[config.mk]
export PLATFORM = sky130hd
export DESIGN_NAME = alu_sequencer_project_id
export DESIGN_NICKNAME = d
export VERILOG_FILES = /design/src/rtl/alu_sequencer_project_id_pkg.sv /design/src/rtl/alu_decode_project_id.sv /design/src/rtl/alu_sequencer_project_id.sv
export SDC_FILE = /design/constraint.sdc
export NUM_CORES = 1
export LEC_CHECK = 0
export ABC_AREA = 1
export CAP_MARGIN = 40
export CORE_UTILIZATION = 42
export CTS_BUF_LIST = sky130_fd_sc_hd__clkbuf_16
export DETAILED_ROUTE_END_ITERATION = 8
export GPL_TIMING_DRIVEN = 0
export PLACE_DENSITY = 0.79
export SYNTH_ARGS = -nofsm -noshare
export SYNTH_HDL_FRONTEND = slang
export SYNTH_SLANG_ARGS = --single-unit
[constraint.sdc]
create_clock -name clk -period 1.3 [get_ports clk]
set_input_delay 0.195 -clock clk [delete_from_list [all_inputs] [get_ports clk]]
set_output_delay 0.195 -clock clk [all_outputs]
set_load 0.05 [all_outputs]
[src/rtl/alu_sequencer_project_id_pkg.sv]
// Shared encodings for the ALU sequencer: phase numbers, opcode nibbles,
// ALU select encodings and the writeback mask.
package alu_sequencer_project_id_pkg;

    localparam logic [2:0] PH_A1 = 3'd0;
    localparam logic [2:0] PH_A2 = 3'd1;
    localparam logic [2:0] PH_A3 = 3'd2;
    localparam logic [2:0] PH_M1 = 3'd3;
    localparam logic [2:0] PH_M2 = 3'd4;
    localparam logic [2:0] PH_X1 = 3'd5;
    localparam logic [2:0] PH_X2 = 3'd6;
    localparam logic [2:0] PH_X3 = 3'd7;

    localparam logic [3:0] OPR_INC     = 4'h6;
    localparam logic [3:0] OPR_ADD     = 4'h8;
    localparam logic [3:0] OPR_SUB     = 4'h9;
    localparam logic [3:0] OPR_LD      = 4'hA;
    localparam logic [3:0] OPR_LDM     = 4'hD;
    localparam logic [3:0] OPR_ACC_GRP = 4'hF;

    typedef enum logic [2:0] {
        ALU_OP_PASS  = 3'd0,
        ALU_OP_ADD   = 3'd1,
        ALU_OP_ROL   = 3'd2,
        ALU_OP_ROR   = 3'd3,
        ALU_OP_DEC_A = 3'd4,
        ALU_OP_LG2_1 = 3'd5
    } alu_op_e;

    typedef enum logic [2:0] {
        ALU_IN0_ACC     = 3'd0,
        ALU_IN0_ACC_INV = 3'd1,
        ALU_IN0_REG     = 3'd2,
        ALU_IN0_REG_INV = 3'd3,
        ALU_IN0_DATA    = 3'd4
    } alu_in0_e;

    typedef enum logic [1:0] {
        ALU_IN1_ZERO    = 2'd0,
        ALU_IN1_ACC     = 2'd1,
        ALU_IN1_ONE     = 2'd2,
        ALU_IN1_ONE_INV = 2'd3
    } alu_in1_e;

    typedef enum logic [1:0] {
        ALU_CIN_CARRY     = 2'd0,
        ALU_CIN_CARRY_INV = 2'd1,
        ALU_CIN_ZERO      = 2'd2,
        ALU_CIN_ONE       = 2'd3
    } alu_cin_e;

    typedef struct packed {
        logic acc;
        logic carry;
        logic rf;
    } wr_mask_t;

    // Opcodes whose following word is an address/data operand, not an instruction.
    function automatic logic is_two_word(input logic [3:0] opr, input logic [3:0] opa);
        return (opr == 4'h1) || (opr == 4'h4) || (opr == 4'h5) || (opr == 4'h7) ||
               ((opr == 4'h2) && !opa[0]);
    endfunction

endpackage

[src/rtl/alu_decode_project_id.sv]
// Pure combinational decode of the latched instruction nibbles into ALU
// selects, immediate data and the writeback mask.
module alu_decode_project_id
    import alu_sequencer_project_id_pkg::*;
(
    input  logic [3:0] opr,
    input  logic [3:0] opa,
    input  logic       carry,
    output alu_op_e    alu_op,
    output alu_in0_e   in0_sel,
    output alu_in1_e   in1_sel,
    output alu_cin_e   cin_sel,
    output logic [3:0] imm,
    output wr_mask_t   wr_mask
);

    always_comb begin
        // NOTE: every output is defaulted first so no decode path can infer a latch.
        alu_op  = ALU_OP_PASS;
        in0_sel = ALU_IN0_ACC;
        in1_sel = ALU_IN1_ZERO;
        cin_sel = ALU_CIN_CARRY;
        imm     = 4'h0;
        wr_mask = '0;

        case (opr)
            OPR_INC: begin
                alu_op = ALU_OP_ADD; in0_sel = ALU_IN0_REG; in1_sel = ALU_IN1_ONE;
                cin_sel = ALU_CIN_ZERO; wr_mask.rf = 1'b1;
            end
            OPR_ADD: begin
                alu_op = ALU_OP_ADD; in0_sel = ALU_IN0_REG; in1_sel = ALU_IN1_ACC;
                wr_mask.acc = 1'b1; wr_mask.carry = 1'b1;
            end
            OPR_SUB: begin
                alu_op = ALU_OP_ADD; in0_sel = ALU_IN0_REG_INV; in1_sel = ALU_IN1_ACC;
                cin_sel = ALU_CIN_CARRY_INV; wr_mask.acc = 1'b1; wr_mask.carry = 1'b1;
            end
            OPR_LD: begin
                in0_sel = ALU_IN0_REG; wr_mask.acc = 1'b1;
            end
            OPR_LDM: begin
                in0_sel = ALU_IN0_DATA; imm = opa; cin_sel = ALU_CIN_ZERO; wr_mask.acc = 1'b1;
            end
            OPR_ACC_GRP: begin
                case (opa)
                    4'h0: begin
                        in0_sel = ALU_IN0_DATA; cin_sel = ALU_CIN_ZERO;
                        wr_mask.acc = 1'b1; wr_mask.carry = 1'b1;
                    end
                    4'h1: begin cin_sel = ALU_CIN_ZERO; wr_mask.carry = 1'b1; end
                    4'h2: begin
                        alu_op = ALU_OP_ADD; in1_sel = ALU_IN1_ONE; cin_sel = ALU_CIN_ZERO;
                        wr_mask.acc = 1'b1; wr_mask.carry = 1'b1;
                    end
                    4'h3: begin cin_sel = ALU_CIN_CARRY_INV; wr_mask.carry = 1'b1; end
                    4'h4: begin in0_sel = ALU_IN0_ACC_INV; wr_mask.acc = 1'b1; end
                    4'h5: begin alu_op = ALU_OP_ROL; wr_mask.acc = 1'b1; wr_mask.carry = 1'b1; end
                    4'h6: begin alu_op = ALU_OP_ROR; wr_mask.acc = 1'b1; wr_mask.carry = 1'b1; end
                    4'h7: begin
                        in0_sel = ALU_IN0_DATA; imm = {3'b000, carry}; cin_sel = ALU_CIN_ZERO;
                        wr_mask.acc = 1'b1; wr_mask.carry = 1'b1;
                    end
                    4'h8: begin
                        alu_op = ALU_OP_ADD; in1_sel = ALU_IN1_ONE_INV; cin_sel = ALU_CIN_ONE;
                        wr_mask.acc = 1'b1; wr_mask.carry = 1'b1;
                    end
                    4'h9: begin
                        in0_sel = ALU_IN0_DATA; imm = carry ? 4'hA : 4'h9; cin_sel = ALU_CIN_ZERO;
                        wr_mask.acc = 1'b1; wr_mask.carry = 1'b1;
                    end
                    4'hA: begin cin_sel = ALU_CIN_ONE; wr_mask.carry = 1'b1; end
                    4'hB: begin alu_op = ALU_OP_DEC_A; wr_mask.acc = 1'b1; wr_mask.carry = 1'b1; end
                    4'hC: begin alu_op = ALU_OP_LG2_1; wr_mask.acc = 1'b1; end
                    default: ;
                endcase
            end
            default: ;
        endcase
    end

endmodule

[src/rtl/alu_sequencer_project_id.sv]
// Instruction-cycle sequencer: 8-phase counter, OPR/OPA latches, two-word
// tracking and X2 writeback strobe gating in front of the ALU.
module alu_sequencer_project_id
    import alu_sequencer_project_id_pkg::*;
(
    input  logic       clk,
    input  logic       rst_n,
    input  logic       ena,
    input  logic [3:0] bus,
    input  logic       carry,
    output logic [2:0] phase,
    output logic       sync,
    output logic [3:0] opr,
    output logic [3:0] opa,
    output logic [3:0] reg_addr,
    output logic [3:0] imm,
    output logic [2:0] alu_op,
    output logic [2:0] alu_in0_sel,
    output logic [1:0] alu_in1_sel,
    output logic [1:0] alu_cin_sel,
    output logic       acc_we,
    output logic       carry_we,
    output logic       reg_we
);

    logic [2:0] phase_q;
    logic [3:0] opr_q;
    logic [3:0] opa_q;
    logic       second_word_q;

    alu_op_e    dec_op;
    alu_in0_e   dec_in0;
    alu_in1_e   dec_in1;
    alu_cin_e   dec_cin;
    wr_mask_t   dec_mask;
    logic       strobe_window;

    // NOTE: sequential state uses non-blocking assignments so every flop samples pre-edge values.
    always_ff @(posedge clk or negedge rst_n) begin
        if (!rst_n) begin
            phase_q       <= PH_A1;
            opr_q         <= 4'h0;
            opa_q         <= 4'h0;
            second_word_q <= 1'b0;
        end else if (ena) begin
            phase_q <= phase_q + 3'd1;
            if (phase_q == PH_M1) opr_q <= bus;
            if (phase_q == PH_M2) opa_q <= bus;
            // An operand word is never itself treated as a first word, so the flag toggles off.
            if (phase_q == PH_X3) second_word_q <= !second_word_q && is_two_word(opr_q, opa_q);
        end
    end

    alu_decode_project_id u_decode (
        .opr     (opr_q),
        .opa     (opa_q),
        .carry   (carry),
        .alu_op  (dec_op),
        .in0_sel (dec_in0),
        .in1_sel (dec_in1),
        .cin_sel (dec_cin),
        .imm     (imm),
        .wr_mask (dec_mask)
    );

    // X2 lasts exactly one enabled cycle, so gating with ena yields a single strobe.
    assign strobe_window = (phase_q == PH_X2) && ena && !second_word_q;

    assign phase       = phase_q;
    assign sync        = (phase_q == PH_X3);
    assign opr         = opr_q;
    assign opa         = opa_q;
    assign reg_addr    = opa_q;
    assign alu_op      = dec_op;
    assign alu_in0_sel = dec_in0;
    assign alu_in1_sel = dec_in1;
    assign alu_cin_sel = dec_cin;
    assign acc_we      = strobe_window && dec_mask.acc;
    assign carry_we    = strobe_window && dec_mask.carry;
    assign reg_we      = strobe_window && dec_mask.rf;

endmodule
==> flow_summary.json, run 1 <==
{
  "gp_congestion": 0.859,
  "yosysSeqAreaShare_pct": 30.7,
  "synth.distinct_cells": 25,
  "ctsLongestPathBuffers": 2,
  "ios": 41,
  "initial_utilization_pct": 44.2,
  "syn_inst": 144,
  "yosysTopAreaCellShare_pct": 30.7,
  "die_x_um": 50.2,
  "ys_ff_latch": 12,
  "yosysWarnings": 0,
  "die-height_um": 50.2,
  "worst-ep-kind": "primary output",
  "hpwl_mm": 2.18,
  "syn_area_um2": 977,
  "synth_flop_cell": "dfrtp_1",
  "stop_stage": "5_1_grt",
  "grt_max_degree": 13,
  "synth_nets": 157,
  "post_dp_cell_area_mm2": 0.00169,
  "async_reset_ff_share_pct": 100,
  "synth_area_leaders": "dfrtp_1, nand2_1, inv_1",
  "numCtsBuffers": 3,
  "synth_largest_area_cell": "dfrtp_1",
  "cts_hold_buf": 0,
  "dp_cells": 211,
  "status": "did not finish",
  "synth_edf_count": 0,
  "firstError": "[ERROR DPL-0038] Utilization greater than 100%, impossible to legalize",
  "grt-worst-endpoint": "acc_we",
  "synth_area_per_cell_um2": 6.79,
  "htree_num_levels": 1,
  "cts_root_buf": "clkbuf_16",
  "rows": 17,
  "numClockSinks": 12,
  "io_buffers": 39
}
==> kinds of logic after synthesis <==
logic type | synth area share, %
and+or+nand+nor | 32.8
AOI/OAI and AO/OA | 16.0
DFF | 30.7
adders and majority gates | 6.40
buffers and inverters | 13.2
xor gates and xnor gates | 0.896
==> stage by stage <==
stage          setup TNS, ns  hold WS, ns  worst slack, ns  utilization, %
4_1_cts                -6.27        0.267           -0.434            96.2
3_3_place_gp          -15.69        0.504           -0.933            76.2
3_5_place_dp          -16.26        0.513           -0.932            76.2
2_1_floorplan          -4.02       -0.101           -0.333               -
==> synthesized netlist by cell type, types with 3 or more instances <==
cell and count:
nor2_1 14, a21oi_1 5, nand2_1 36, inv_2 4, o21ai_0 14, ha_1 5, buf_4 5, nor2_2 3
nand3_1 6, o21ai_1 4, inv_1 19, dfrtp_1 12
==> timing repair <==
action	CTS
pin swaps	12
gates cloned	1
resized for setup	225
setup endpoints to repair	33
hold endpoints to repair	0
buffers inserted	23
==> run 2: changes to the inputs <==
--- a/config.mk
+++ b/config.mk
@@ -7,11 +7,11 @@
 export LEC_CHECK = 0
 export ABC_AREA = 1
 export CAP_MARGIN = 40
-export CORE_UTILIZATION = 42
-export CTS_BUF_LIST = sky130_fd_sc_hd__clkbuf_16
+export CORE_AREA = 2 2 63 65
 export DETAILED_ROUTE_END_ITERATION = 8
+export DIE_AREA = 0 0 65 67
 export GPL_TIMING_DRIVEN = 0
-export PLACE_DENSITY = 0.79
+export PLACE_DENSITY_LB_ADDON = 0.15
 export SYNTH_ARGS = -nofsm -noshare
 export SYNTH_HDL_FRONTEND = slang
 export SYNTH_SLANG_ARGS = --single-unit
==> run 2 against run 1 <==
The flow now finishes, with violations (setup timing). Synthesized cell count stayed put. Area after synthesis unchanged.
==> flow_summary.json, run 2 <==
{
  "worstPathRequired_ns": 1.11,
  "ys_ff_latch": 12,
  "fin_skew_ns": 0.00100,
  "mostFrequentLayoutCells": "buf_4, buf_6, nand2_1",
  "report.final.slew_viol_count": 0,
  "hpwl_mm": 2.41,
  "cts_tree": "yes",
  "finalSetupViolations": 21,
  "core_area_mm2": 0.00361,
  "rows": 22,
  "crit_path_max_fanout": 5,
  "whs_ns": 0.286,
  "overflow": 0,
  "dp_cells": 231,
  "route.met2.wl_mm": 2.03,
  "grt_pass1_wl_mm": 5.49,
  "die-height_um": 67,
  "vias": 1246,
  "drc": 0,
  "clk_latency_ns": 0.24,
  "gp_congestion": 0.804,
  "synth_area_per_cell_um2": 6.79,
  "final_util_pct": 63.8,
  "initial_utilization_pct": 27.1,
  "htree_num_levels": 1,
  "ys_top_cells_by_count": "nand2_1, inv_1, nor2_1, o21ai_0, dfrtp_1",
  "synth_flop_cell": "dfrtp_1",
  "power_density_mw_per_mm2": 2570,
  "fmax_mhz": 569,
  "synth_edf_count": 0,
  "pre_cts_ws_ns": -0.967,
  "tightest_slew_ns": 0.546,
  "p_leak_uw": 0.00105,
  "synth_nets": 157,
  "synth_most_common_cell": "nand2_1",
  "wirelength_mm": 3.58,
  "layout_commonest_cell": "buf_4",
  "synth_largest_area_cell": "dfrtp_1",
  "power.total_uw": 5910,
  "syn_area_um2": 977,
  "cap_violations": 0,
  "grt_max_degree": 13,
  "fin_crit_sh_pct": 135,
  "hold_path.class": "in2reg",
  "finalHoldViolations": 0,
  "fillers": 298,
  "grtUsageTotal_pct": 16.6,
  "ios": 41,
  "peakVddDrop_mv": 1.27,
  "rsz0062_at_grt": "true",
  "numCtsBuffers": 3,
  "wl_met1_mm": 1.42,
  "numClockSinks": 12,
  "drive_above_1_share_pct": 71.1,
  "antenna_found_initial": 0,
  "met3_length_um": 78,
  "yosysWarnings": 0,
  "critPathArrivalTime_ns": 1.56,
  "critical_path_class": "reg2out",
  "end_kind": "output pin",
  "cts_root_buf": "clkbuf_8",
  "start_kind": "register",
  "firstDrtPassIters": 4,
  "yosysTopAreaCellShare_pct": 30.7,
  "syn_inst": 144,
  "cts_hold_buf": 0,
  "async_reset_ff_share_pct": 100,
  "die_area_mm2": 0.00436,
  "fin_crit_ns": 1.76,
  "status": "finished with violations",
  "topRoutingLayerUsed": "met4",
  "drt_iter0_drc": 35,
  "ctsLongestPathBuffers": 2,
  "synth.distinct_cells": 25,
  "violations": "setup timing",
  "syn2layout_area_growth_pct": 135,
  "fin_ws_ns": -0.456,
  "grt_pass1_vias": 1222,
  "antenna_cells": 0,
  "synth_area_leaders": "dfrtp_1, nand2_1, inv_1",
  "avgViaCountPerCell": 4.56,
  "instances_no_fill": 273,
  "die_x_um": 65,
  "drtAntennaViolNets": 0,
  "final_nets": 239,
  "io_buffers": 39,
  "wl_per_cell_um": 13.1,
  "yosysSeqAreaShare_pct": 30.7,
  "cts.clk_slew.worst_paths_ns": 0.05,
  "relSlewSlack_pct": 63.5
}
## run 2: cell counts after synthesis
Identical to the previous run, type by type.
## run 2: worst paths after layout
kind                          startpoint        endpoint  slack [ns]  cells past startpoint
max reg2reg                     phase[0]          opr[3]        0.04                      6
min                                  ena        phase[0]        0.29                      2
min in group asynchronous          rst_n        phase[0]        0.31                      1
max                               opa[3]  alu_cin_sel[1]       -0.46                      8
max in group asynchronous          rst_n          opa[0]        0.60                      1
min reg2reg                second_word_q   second_word_q        0.56                      2
## run 2: kinds of logic after synthesis
kind of cell	after synthesis	share of synthesized area (%)
AOI/OAI and AO/OA	29	16.0
and+or+nand+nor	68	32.8
buffers and inverters	29	13.2
xor gates and xnor gates	1	0.896
adders and majority gates	5	6.40
DFF	12	30.7
## run 2: critical path: stages, from the launching register on
cell and delay, ns:
dfrtp_2 0.44, buf_8 0.16, inv_2 0.08, nor2_2 0.05, nand2_1 0.09, nand4_1 0.13
nand2_1 0.13, nand3_4 0.07, buf_8 0.15
## run 2: cell type report
| cell class | instances | area, um^2 | share of cell area [%] |
|---|---|---|---|
| Multi-Input combinational cell | 104 | 967 | 42.1 |
| Timing Repair Buffer | 76 | 747 | 32.5 |
| Sequential cell | 12 | 314 | 13.7 |
| Inverter | 23 | 106 | 4.62 |
| Tap cell | 48 | 60.1 | 2.61 |
| Clock buffer | 4 | 55.1 | 2.39 |
| Buffer | 6 | 50.0 | 2.18 |
## run 2: report_power, final
part / internal, uW / switching [uW] / leakage, uW
combinational: 1850 / 2720 / 0.000884
clock: 268 / 140 / 0.0000288
sequential: 578 / 351 / 0.000137
## run 2: stage by stage
step,setup TNS (ns),instance area (um^2)
after floorplan,-4.02,1260
after global placement,-16.39,1710
after detailed placement,-16.52,1710
after CTS,-6.33,2090
after global routing,-7.72,2300
final,-6.29,2300
## run 2: routing by layer
metal | up-vias | GRT usage (%)
li1 | 628 | -
met5 | - | 0
met2 | 24 | 32.2
met1 | 590 | 18.9
met4 | 0 | 5.59
met3 | 4 | 1.35
## run 2: timing repair
action                                  4_1_cts  5_1_grt
gates cloned                                  1        1
pin swaps                                    16        9
endpoints found under the setup margin       33       32
resized for setup                           214       35
buffers inserted                             23       14
Power figures use the tool's default switching activity.
